### config.mk
export PLATFORM = sky130hd
export DESIGN_NAME = fetch_prefetch_unit
export DESIGN_NICKNAME = d
export VERILOG_FILES = /design/src/rtl/fetch_prefetch_unit.sv
export SDC_FILE = /design/constraint.sdc
export NUM_CORES = 1
export LEC_CHECK = 0
export CORE_ASPECT_RATIO = 0.8
export CORE_MARGIN = 5
export CORE_UTILIZATION = 57
export CTS_CLUSTER_DIAMETER = 120
export DETAILED_ROUTE_END_ITERATION = 8
export HOLD_SLACK_MARGIN = 0.03
export MAX_ROUTING_LAYER = met4
export PLACE_DENSITY = 0.84
export SYNTH_ARGS = -nofsm -noshare
export SYNTH_HDL_FRONTEND = slang
export SYNTH_SLANG_ARGS = --single-unit
### constraint.sdc
create_clock -name clk -period 8.45 [get_ports clk]
set_clock_uncertainty 0.05 [all_clocks]
set_input_delay 1.69 -clock clk [delete_from_list [all_inputs] [get_ports clk]]
set_output_delay 1.69 -clock clk [all_outputs]
set_load 0.05 [all_outputs]
### src/rtl/fetch_prefetch_unit.sv
// fetch_prefetch_unit: instruction-fetch front end. It keeps one request outstanding to
// instruction memory and buffers the returned {pc, instr} pairs in a first-word-fall-through
// FIFO for the decode stage.
// Latency: an ack in cycle N gives id_valid in N+1, and the next request is already up in N+1.
// With single-cycle memory this sustains one instruction per cycle.
// Backpressure: decode stalls with id_ready=0. Fetch parks in IDLE while the FIFO is full, so
// a push can never overflow it.
// Ports: clk/reset (synchronous, active-high); imem_req/imem_addr/imem_ack/imem_rdata form
// the memory handshake; redirect_valid/redirect_pc carry the execute-stage flush;
// id_valid/id_ready/id_instr/id_pc form the decode handshake; fifo_count gives occupancy;
// misalign_err is the sticky misaligned-redirect flag.
// Optional feature macro: FETCH_ALIGN_CHECK_EN. When defined, redirect targets are forced to
// word alignment and misaligned targets set misalign_err.
module fetch_prefetch_unit #(
  parameter int                ADDR_W   = 32,
  parameter int                DATA_W   = 32,
  parameter int                DEPTH    = 4,
  parameter logic [ADDR_W-1:0] RESET_PC = '0
) (
  input  logic                   clk,
  input  logic                   reset,
  output logic                   imem_req,
  output logic [ADDR_W-1:0]      imem_addr,
  input  logic                   imem_ack,
  input  logic [DATA_W-1:0]      imem_rdata,
  input  logic                   redirect_valid,
  input  logic [ADDR_W-1:0]      redirect_pc,
  output logic                   id_valid,
  input  logic                   id_ready,
  output logic [DATA_W-1:0]      id_instr,
  output logic [ADDR_W-1:0]      id_pc,
  output logic [$clog2(DEPTH):0] fifo_count,
  output logic                   misalign_err
);

  localparam int                PW   = $clog2(DEPTH);
  localparam int                CW   = PW + 1;
  localparam logic [CW-1:0]     FULL = CW'(DEPTH);
  localparam logic [ADDR_W-1:0] STEP = ADDR_W'(4);

  typedef enum logic [1:0] {
    S_IDLE    = 2'd0,
    S_WAIT    = 2'd1,
    S_DISCARD = 2'd2
  } state_t;

  state_t            state_q, state_d;
  logic [ADDR_W-1:0] pc_q, pc_d;
  logic [ADDR_W-1:0] addr_q, addr_d;
  logic [ADDR_W-1:0] tgt;

  logic [DATA_W-1:0] instr_mem_q [DEPTH];
  logic [ADDR_W-1:0] pc_mem_q    [DEPTH];
  logic [PW-1:0]     wr_ptr_q, rd_ptr_q;
  logic [CW-1:0]     count_q, count_after;
  logic              push, pop, flush;

`ifdef FETCH_ALIGN_CHECK_EN
  logic misalign_q;

  // Low address bits are dropped so fetch always restarts on a word boundary.
  assign tgt = {redirect_pc[ADDR_W-1:2], 2'b00};

  always_ff @(posedge clk) begin
    if (reset) begin
      misalign_q <= 1'b0;
    end else if (redirect_valid && (redirect_pc[1:0] != 2'b00)) begin
      misalign_q <= 1'b1;
    end
  end

  assign misalign_err = misalign_q;
`else
  assign tgt          = redirect_pc;
  assign misalign_err = 1'b0;
`endif

  assign pop         = id_valid && id_ready;
  // Occupancy once this cycle's push and pop have both landed.
  assign count_after = count_q + CW'(1) - CW'(pop);

  // State register
  always_ff @(posedge clk) begin
    if (reset) begin
      state_q <= S_IDLE;
      pc_q    <= RESET_PC;
      addr_q  <= RESET_PC;
    end else begin
      state_q <= state_d;
      pc_q    <= pc_d;
      addr_q  <= addr_d;
    end
  end

  // Next-state logic, including the fetch-address bookkeeping
  always_comb begin
    state_d = state_q;
    pc_d    = pc_q;
    addr_d  = addr_q;
    push    = 1'b0;
    flush   = 1'b0;
    case (state_q)
      S_IDLE: begin
        if (redirect_valid) begin
          flush   = 1'b1;
          pc_d    = tgt;
          addr_d  = tgt;
          state_d = S_WAIT;
        end else if (count_q < FULL) begin
          addr_d  = pc_q;
          state_d = S_WAIT;
        end
      end
      S_WAIT: begin
        if (imem_ack) begin
          if (redirect_valid) begin
            // The returned word belongs to the wrong path, so it is dropped.
            flush   = 1'b1;
            pc_d    = tgt;
            addr_d  = tgt;
            state_d = S_WAIT;
          end else begin
            push    = 1'b1;
            pc_d    = addr_q + STEP;
            addr_d  = addr_q + STEP;
            state_d = (count_after < FULL) ? S_WAIT : S_IDLE;
          end
        end else if (redirect_valid) begin
          // The request cannot be withdrawn. Let it finish at the stale address and
          // throw its data away.
          flush   = 1'b1;
          pc_d    = tgt;
          state_d = S_DISCARD;
        end
      end
      S_DISCARD: begin
        if (redirect_valid) begin
          pc_d = tgt;
        end
        if (imem_ack) begin
          addr_d  = redirect_valid ? tgt : pc_q;
          state_d = S_WAIT;
        end
      end
      default: begin
        state_d = S_IDLE;
      end
    endcase
  end

  // Output logic
  always_comb begin
    imem_req = (state_q != S_IDLE);
  end

  assign imem_addr = addr_q;

  // Prefetch FIFO. A flush takes priority over any push or pop in the same cycle.
  always_ff @(posedge clk) begin
    if (reset) begin
      wr_ptr_q <= '0;
      rd_ptr_q <= '0;
      count_q  <= '0;
      for (int i = 0; i < DEPTH; i++) begin
        instr_mem_q[i] <= '0;
        pc_mem_q[i]    <= '0;
      end
    end else if (flush) begin
      wr_ptr_q <= '0;
      rd_ptr_q <= '0;
      count_q  <= '0;
    end else begin
      if (push) begin
        instr_mem_q[wr_ptr_q] <= imem_rdata;
        pc_mem_q[wr_ptr_q]    <= addr_q;
        wr_ptr_q              <= wr_ptr_q + PW'(1);
      end
      if (pop) begin
        rd_ptr_q <= rd_ptr_q + PW'(1);
      end
      count_q <= count_q + CW'(push) - CW'(pop);
    end
  end

  // The head is read straight from storage. It only moves on a pop, on a write into an
  // empty FIFO, or on a flush.
  assign id_valid   = (count_q != '0);
  assign id_instr   = instr_mem_q[rd_ptr_q];
  assign id_pc      = pc_mem_q[rd_ptr_q];
  assign fifo_count = count_q;

endmodule

==> results.tsv <==
metric	value	unit
Crit Reg-Reg Endpoint	instr_mem_q[1][23]	
Tightest Pin Transition	1244	ps
H-tree Lvls	1	
worst-path maximum fanout	36	
Placer Congestion	0.9110	
worst-path cell with the longest stage delay	clkdlybuf4s50_1	
DP HPWL	24910	um
final cell area excluding filler cells	18500	um^2
Avg Inst Size Synth	12.60	um^2
Syn Inst Count	1237	
max_slew headroom	16.93	%
Area contributors post-synth	edfxtp_1 49%, dfxtp_1 9.6%, mux4_2 9.3%, and2_1 7.3%, and3_1 2.9%	
CP peak stage delay	760	ps
reg-to-reg startpoint	state_q[0]	
initial antenna violation count	0	
max-slew violation count	0	
Synth area leader	edfxtp_1	
VDD IR max	183.0	uV
Setup crit end	id_pc[14]	
Core Area	27090	um^2
global route overflow	0	
hold depth	2	
Cell Rows	54	
hold_sp	pc_q[4]	
Max-Cap Viols	0	
status	finished, final reports clean	
Lkg Pwr	0.006633	uW
Detail Route Antenna Nets	0	
post-synthesis compound-gate area fraction	8.568	%
1st-pass router iterations	9	
largest family of logic cells by synthesized area	simple AND/OR/NAND/NOR gates	
top-level I/O count	171	
WL final	40900	um
Post-synth EDFFs	256	
worst path cell trace	buf_4 -> mux4_2 -> clkdlybuf4s50_1	
CP required	6710	ps
Hold-fix buffers, CTS	0	
Die Span Y	157.9	um
register area share after synthesis	58.97	%
fmax	0.1954	GHz
routed vias	11105	
most numerous cell in the Yosys netlist	edfxtp_1	
Reg2Reg Depth	5	
clk_lat worst skew	570	ps
clock buffer depth	3	
crit start category	register	
CTS tree	yes	
starting DRC count in detailed routing	1440	
Post-Synth XOR/XNOR Area	1.574	%
TritonCTS Buffers	31	
Synthesis Warnings	0	
Die X	194.9	um
Final Critical Period	5118	ps
Non-Filler Instances	1733	
CP delay by family, top	buffers and inverters	
Post-synth ARST share	0	%
Buffers on Ports	169	
post-cts sizing count	0	
hold_ws	405.2	ps
Post-synth top cells	256 x edfxtp_1, 181 x and2_1, 75 x dfxtp_1	
die area	30760	um^2
Synth Cell Area	15580	um^2
mux share of post-synthesis cell area	9.443	%
Final setup viols	0	
Worst Setup End Kind	primary output	
vias in the first global route	10839	
synth unique cells	77	
Starting Density	57.51	%
clock sink count	331	
# diodes	0	
CP arrival	3380	ps
Synth top area share	49.33	%
fraction of layout cells with a size suffix above 1	11.32	%
clock slew at reported path FFs	60	ps
root buffer cell	clkbuf_16	
DR vias/cell	6.408	
placed instance count	1675	
adder-cell share of the synthesized area	0.3694	%
Hold Path Class	register to register	
fill count	1837	
WS Path Type	register to primary output	
nets	1417	
WL/cell	23.60	um
Net Count, Synth	1310	
largest net degree at the start of global routing	120	
area delta synth->final	18.72	%
unrepaired setup endpoints after global routing	false	
Simple-Gate Fraction of Synth Area	17.54	%
Hold Vio Cnt, Final	0	
R2R setup slack	4680	ps
# DRC	0	
worst path bufs/invs	2	
first-pass GRT wire length	63700	um
power density cells	211.3	nW/um^2
Levels on crit path	3	
synthesis-stage register bit count	331	
Main synth FF type	edfxtp_1	
setup TNS	0	ps
setup bufs post-CTS	0	
fin crit share	60.56	%
Area after DPL	17460	um^2
All-Layer GR Usage	26.98	%
## metrics by stage
| step | util, % | total power [uW] | worst slack, ps |
|---|---|---|---|
| 6_report | 68.28 | 3910 | 3332 |
| 5_1_grt | 68.28 | 4028 | 3099 |
| 4_1_cts | 68.28 | 3912 | 3221 |
| 3_5_place_dp | 64.43 | 2500 | 3073 |
| 3_3_place_gp | 64.43 | 2486 | 3169 |
| 2_1_floorplan | - | 2285 | 624.9 |
## cell usage in the layout, fill, tap and decap left out, types with 9 or more instances in the layout
cell type | Yosys | layout
and3_1 | 71 | 71
nor4_1 | 21 | 21
clkbuf_16 | 0 | 32
edfxtp_1 | 256 | 256
clkdlybuf4s50_1 | 0 | 168
nand4_1 | 10 | 10
nor2_1 | 60 | 59
a21oi_1 | 41 | 41
mux4_2 | 64 | 64
nand2_1 | 56 | 56
nor3_1 | 15 | 14
inv_1 | 18 | 18
o21ai_0 | 46 | 44
o22ai_1 | 9 | 9
dfxtp_1 | 75 | 73
a22oi_1 | 14 | 14
a31oi_1 | 10 | 10
a211oi_1 | 9 | 9
o211ai_1 | 10 | 10
and2_1 | 181 | 181
xnor2_1 | 20 | 20
buf_4 | 3 | 17
nand2b_1 | 9 | 9
nand3_1 | 18 | 18
## state kept, by name (all words and copies together), names as in the netlist, named ones only
name and flops:
state_q 2, imem_addr 32, wr_ptr_q 2, instr_mem_q 128
fifo_count 3, pc_q 32, pc_mem_q 128, rd_ptr_q 2
## report_power, final
group | switching [uW] | internal (uW)
sequential | 94.3 | 1830
combinational | 352 | 195
clock | 607 | 827
## layout make-up
class                           count  area (um^2)  area share, %
Clock buffer                       40        840.8          4.545
Inverter                           19        71.32         0.3855
Sequential cell                   331         9196          49.71
Timing Repair Buffer              186         1814          9.807
Clock inverter                     18        202.7          1.096
Multi-Input combinational cell    775         5919          32.00
Tap cell                          364        455.4          2.462
## layer usage
| metal | track usage [%] | share of wire (%) | vias up | wire length [um] |
|---|---|---|---|---|
| met3 | 4.957 | 11 | 90 | 4599 |
| met4 | 5.783 | 2.3 | 0 | 946 |
| met2 | 41.26 | 47 | 724 | 19030 |
| li1 | - | - | 4866 | - |
| met5 | - | 0 | - | 0 |
| met1 | 38.68 | 40 | 5425 | 16320 |
## worst min-delay path by stage
stage,end,slack [ps]
6_report,pc_q[4],410
5_1_grt,pc_q[4],430
4_1_cts,pc_q[4],400
3_5_place_dp,pc_q[4],390
3_3_place_gp,pc_q[4],390
2_1_floorplan,pc_q[4],380
## worst min-delay path: stages (launching register included)
cell and delay, ps:
dfxtp_1 310, nand2_1 50, a21oi_1 50
## cells by family (layout without fill, tap and decap cells)
| family | Yosys count | in the layout |
|---|---|---|
| adders and majority gates | 4 | 4 |
| AOI/OAI and AO/OA | 198 | 198 |
| muxes | 67 | 67 |
| and+or+nand+nor | 477 | 477 |
| buffers and inverters | 131 | 263 |
| DFF | 331 | 331 |
| other | 1 | 1 |
| xor gates and xnor gates | 28 | 28 |
No activity file was read; power rests on OpenSTA's default activity.
